File: config.mk
export PLATFORM = sky130hd
export DESIGN_NAME = mem_arbiter
export DESIGN_NICKNAME = d
export VERILOG_FILES = /design/src/rtl/mem_arbiter.sv
export SDC_FILE = /design/constraint.sdc
export NUM_CORES = 1
export LEC_CHECK = 0
export ABC_AREA = 1
export CAP_MARGIN = 25
export CORE_MARGIN = 1
export CORE_UTILIZATION = 45
export CTS_CLUSTER_SIZE = 24
export DETAILED_ROUTE_END_ITERATION = 10
export PLACE_DENSITY = 0.85
export SETUP_SLACK_MARGIN = 0.15
export SYNTH_ARGS = -nofsm -noshare
export SYNTH_HDL_FRONTEND = slang
export SYNTH_SLANG_ARGS = --single-unit
File: constraint.sdc
create_clock -name clk -period 8.1 [get_ports clk]
set_clock_uncertainty 0.2 [all_clocks]
set_input_delay 1.62 -clock clk [delete_from_list [all_inputs] [get_ports clk]]
set_output_delay 1.62 -clock clk [all_outputs]
set_load 0.005 [all_outputs]
File: src/rtl/mem_arbiter.sv
// -----------------------------------------------------------------------------
// mem_arbiter
//   Two-port round-robin arbiter in front of a single shared memory.
//   Serves one request at a time through a three-state FSM:
//   IDLE (grant) -> ACCESS (one memory strobe cycle) -> DONE (ack pulse).
//
// Ports
//   clk, rst          : system clock, asynchronous active-high reset
//   req0, addr0       : port 0 (instruction fetch), read-only
//   req1, we1, addr1,
//   wdata1            : port 1 (data), read or write
//   ack0/ack1         : one-cycle completion pulse per port
//   err0/err1         : valid with ack; 1 = misaligned or out-of-range
//   rdata0/rdata1     : registered read data, held until the next good read
//   MemAddress,
//   MemWriteData,
//   MemWrite, MemRead : memory side, active only in ACCESS
//   MemoryOut         : combinational memory read data (little-endian word)
// -----------------------------------------------------------------------------
module mem_arbiter #(
  parameter int unsigned MEM_BYTES = 32'd2048
) (
  input  logic        clk,
  input  logic        rst,
  input  logic        req0,
  input  logic [31:0] addr0,
  input  logic        req1,
  input  logic        we1,
  input  logic [31:0] addr1,
  input  logic [31:0] wdata1,
  output logic        ack0,
  output logic        ack1,
  output logic [31:0] rdata0,
  output logic [31:0] rdata1,
  output logic        err0,
  output logic        err1,
  output logic [31:0] MemAddress,
  output logic [31:0] MemWriteData,
  output logic        MemWrite,
  output logic        MemRead,
  input  logic [31:0] MemoryOut
);

  localparam logic [31:0] LP_MAX_ADDR = 32'(MEM_BYTES - 32'd4);

  typedef enum logic [1:0] {
    ST_IDLE   = 2'd0,
    ST_ACCESS = 2'd1,
    ST_DONE   = 2'd2
  } state_t;

  state_t r_state;
  logic   r_owner;  // 0 = port 0, 1 = port 1
  logic   r_we;
  logic   r_err;
  logic   r_last;   // port that received the most recent grant

  logic        w_grant1;
  logic [31:0] w_addr;
  logic        w_we;
  logic [31:0] w_wdata;
  logic        w_err;

  // Port 1 wins when alone, or when both request and port 0 was served last.
  assign w_grant1 = req1 & (~req0 | ~r_last);
  assign w_addr   = w_grant1 ? addr1 : addr0;
  // Port 0 is read-only, so its write enable and data are forced off.
  assign w_we     = w_grant1 & we1;
  assign w_wdata  = w_we ? wdata1 : 32'd0;
  assign w_err    = (w_addr[1:0] != 2'b00) || (w_addr > LP_MAX_ADDR);

  // Arbitration FSM with all outputs registered; reset clears strobes at once.
  always_ff @(posedge clk or posedge rst) begin
    if (rst) begin
      r_state      <= ST_IDLE;
      r_owner      <= 1'b0;
      r_we         <= 1'b0;
      r_err        <= 1'b0;
      r_last       <= 1'b1;
      ack0         <= 1'b0;
      ack1         <= 1'b0;
      err0         <= 1'b0;
      err1         <= 1'b0;
      rdata0       <= 32'd0;
      rdata1       <= 32'd0;
      MemAddress   <= 32'd0;
      MemWriteData <= 32'd0;
      MemWrite     <= 1'b0;
      MemRead      <= 1'b0;
    end else begin
      case (r_state)
        ST_IDLE: begin
          ack0 <= 1'b0;
          ack1 <= 1'b0;
          err0 <= 1'b0;
          err1 <= 1'b0;
          if (req0 || req1) begin
            r_owner      <= w_grant1;
            r_we         <= w_we;
            r_err        <= w_err;
            // Memory-side registers are loaded here so they are live during ACCESS.
            MemAddress   <= w_addr;
            MemWriteData <= w_wdata;
            MemRead      <= ~w_we & ~w_err;
            MemWrite     <= w_we & ~w_err;
            r_state      <= ST_ACCESS;
          end
        end
        ST_ACCESS: begin
          if (!r_we && !r_err) begin
            if (r_owner) begin
              rdata1 <= MemoryOut;
            end else begin
              rdata0 <= MemoryOut;
            end
          end
          MemAddress   <= 32'd0;
          MemWriteData <= 32'd0;
          MemRead      <= 1'b0;
          MemWrite     <= 1'b0;
          ack0         <= ~r_owner;
          ack1         <= r_owner;
          err0         <= ~r_owner & r_err;
          err1         <= r_owner & r_err;
          r_state      <= ST_DONE;
        end
        ST_DONE: begin
          ack0    <= 1'b0;
          ack1    <= 1'b0;
          err0    <= 1'b0;
          err1    <= 1'b0;
          r_last  <= r_owner;
          r_state <= ST_IDLE;
        end
        default: begin
          ack0         <= 1'b0;
          ack1         <= 1'b0;
          err0         <= 1'b0;
          err1         <= 1'b0;
          MemAddress   <= 32'd0;
          MemWriteData <= 32'd0;
          MemRead      <= 1'b0;
          MemWrite     <= 1'b0;
          r_state      <= ST_IDLE;
        end
      endcase
    end
  end

endmodule

==> reports/metrics.cfg <==
[status]
status = complete, no violations

[global_route]
grt_antenna_before_repair = 0
groute.usage.overall_pct = 24.76
grt_pass1_wl_um = 26740
grt_overflow_total = 0
grt_max_degree = 73
grt_pass1_vias = 5197

[timing]
drv_slew = 0
layout_min_cycle_time_ps = 4911
rsz0062_at_grt = no
tightest_slew_ps = 1016
fmax_mhz = 203.6
worst_slack_ps = 3189
timing.final.crit_share_pct = 60.63
whs_ps = 275.4
totalNegativeSetupSlack_ps = 0
hold_viol = 0
maxSlewHeadroom_pct = 32.03
setup_violations = 0

[synth]
avgSynthCellArea_sq_um = 9.711
ys_top_cells_by_area = dfrtp_1, nand2_1, a22o_1, o21ai_2, inv_1
synth_area_leader_cell = dfrtp_1
synth_nets = 754
ys_seq_elements = 140
ys_warn_count = 0
synthDistinctLibCells = 23
postSynthCellCount = 621
syn-cell-area_sq_mm = 0.006031
synth_top_area_share_pct = 57.68
ys_seq_area_share_pct = 58.11

[drt]
top_layer_used = met4
totalWireLength_um = 16590
wl_per_cell_um = 15.66
first_pass_iters = 6
met2_length_um = 8066
wl_met3_um = 1369
vias_per_cell = 5.004
m1WireLength_um = 6768
ant_nets = 0
drt-initial-drc-count = 425
vias = 5299
drc = 0

[worst_setup_path]
crit_path_cell_trace = clkdlybuf4s50_1, nand2_2, inv_1, nand2_1, nor2_4, nand3_1, nand2_1
r2r_start = r_last
crit_buf_inv = 2
reg2regPathDepth = 7
crit_top_cell = nand2_1
rrSetupSlack_ps = 4490
critPathRequiredTime_ps = 8240
path_delay_family = simple AND/OR/NAND/NOR gates
end_kind = flip-flop
cp.depth = 7
crit_path_max_fanout = 38
reg2reg_to = MemWrite
cp-start-kind = input port
slowest_delay_ps = 1140
path_class = in -> reg
slowest_stage = clkdlybuf4s50_1
arrival_ps = 5050

[power_and_ir_drop]
total_power_w = 0.003116
swShare_pct = 31.20
net-switching-power_w = 0.0009722
p_leak_nw = 4.363
peakVddDrop_uv = 144.4
p_int_w = 0.002144
clockPowerShare_pct = 25.4
sequentialPowerShare_pct = 36.5
p_comb_share_pct = 38.1
power_per_cell_area_mw_per_mm2 = 336.0

[finish]
nets = 1007
finish.utilization_pct = 72.32
antenna_cells = 0
drive_above_1_share_pct = 9.470
fillCellCount = 955
area_delta_synth_final_pct = 53.80

[floorplanning]
io_pins = 267
die_w_um = 117.8
row_count = 41
start_util_pct = 47.02
fp.dieH_um = 117.8
core_sq_mm = 0.01282
dieArea_sq_mm = 0.01387

[clocking]
path_clk_slew_ps = 60
cts-resized-gates = 0
cts_buffers = 17
cts_tree = done
cts_hold_buf = 0
clk_path_buf_depth = 2
worstSkewPairLatency_ps = 410
cts-root-buf = clkbuf_16
htreeDepth = 4
postCtsSetupRepairBufs = 0
cts_num_sinks = 140

[place]
io_buffer_count = 266
pre_cts_slack_ps = 2796
place_hpwl_um = 11900
gp_congestion = 0.8487

[job]
max_cap_violations = 0

[worst_hold_path]
hold_end = ack0
min_delay_path_depth = 1
worst_hold_path_type = reg -> reg
hold_start = r_owner

==> cell type report <==
cell class	count	area [sq um]	share of cell area, %
clock buffers	18	439.2	4.735
flip-flops and latches	140	3505	37.78
repair buffers	270	2705	29.16
well taps	172	215.2	2.320
multi-input cells	386	2014	21.72
inverters	59	226.5	2.442
clock inverters	14	170.2	1.835
==> stage by stage <==
stage / cells / instance area, sq um
2_1_floorplan: 621 / 6031
3_3_place_gp: 1026 / 8646
3_5_place_dp: 1026 / 8646
4_1_cts: 1058 / 9255
5_1_grt: 1059 / 9275
6_report: 1059 / 9275
==> power by group through the flow <==
stage	sequential (W)	clock [W]	combinational, W
finish	0.00114	0.000792	0.00119
global route	0.00117	0.000839	0.00130
global placement	0.00114	0	0.00115
CTS	0.00114	0.000803	0.00119
detailed placement	0.00114	0	0.00118
floorplan	0.00115	0	0.000482
==> cell usage after synthesis (all sizes together) <==
cell	n
a21oi	2
a22o	40
a31oi	1
buf	31
clkbuf	5
dfrtp	139
dfstp	1
inv	59
nand2	180
nand3	29
nand3b	12
nor2	29
nor3	3
o21ai	90
==> metal layers <==
metal  vias up  GRT usage [%]
met5         -              0
met4         0          8.814
met3        29          7.849
met2       251          40.92
met1      2494          30.41
li1       2525              -
==> layout by cell type, fill, tap and decap left out <==
cell,n
o21ai_0,26
inv_1,55
nor2_1,23
buf_4,3
inv_6,2
o21ai_2,33
nor3_4,1
buf_12,1
nor2_4,1
clkinvlp_4,4
nand3_1,29
nor3_1,2
clkdlybuf4s50_1,266
clkbuf_16,17
nand3b_1,12
a22o_1,40
dfstp_2,1
inv_2,3
clkbuf_8,1
o21ai_1,31
a31oi_1,1
clkinv_4,3
nor2_2,5
bufinv_16,3
clkinv_2,3
a21oi_1,2
dfrtp_1,139
nand2_1,177
nand2_2,3
==> registers in the layout (all words and copies together) (netlist names) <==
name,flops
MemAddress,32
MemRead,1
MemWrite,1
MemWriteData,32
ack0,1
ack1,1
err0,1
err1,1
r_err,1
r_last,1
r_owner,1
r_state,2
r_we,1
rdata0,32
rdata1,32
==> cell families after synthesis <==
family          count (synthesis)  share of synthesized area [%]
buf+inv                        95                          8.486
simple gates                  253                          17.80
compound gates                133                          15.60
flops                         140                          58.11
==> worst reg2reg max path: cells and delay by family, from the launching register on <==
family        cells  cell delay [ps]
buf+inv           1              510
flops             1              370
simple gates      6             2450
==> worst max path at each step <==
stage,startpoint,end,slack [ps]
floorplan,rst,MemAddress[0],2530
global placement,req1,MemWrite,2950
detailed placement,req1,MemWrite,2800
CTS,req1,MemWriteData[10],3240
global route,req1,MemWrite,2890
finish,req1,MemWrite,3190
Note: power is estimated with default switching activity, not from simulation.
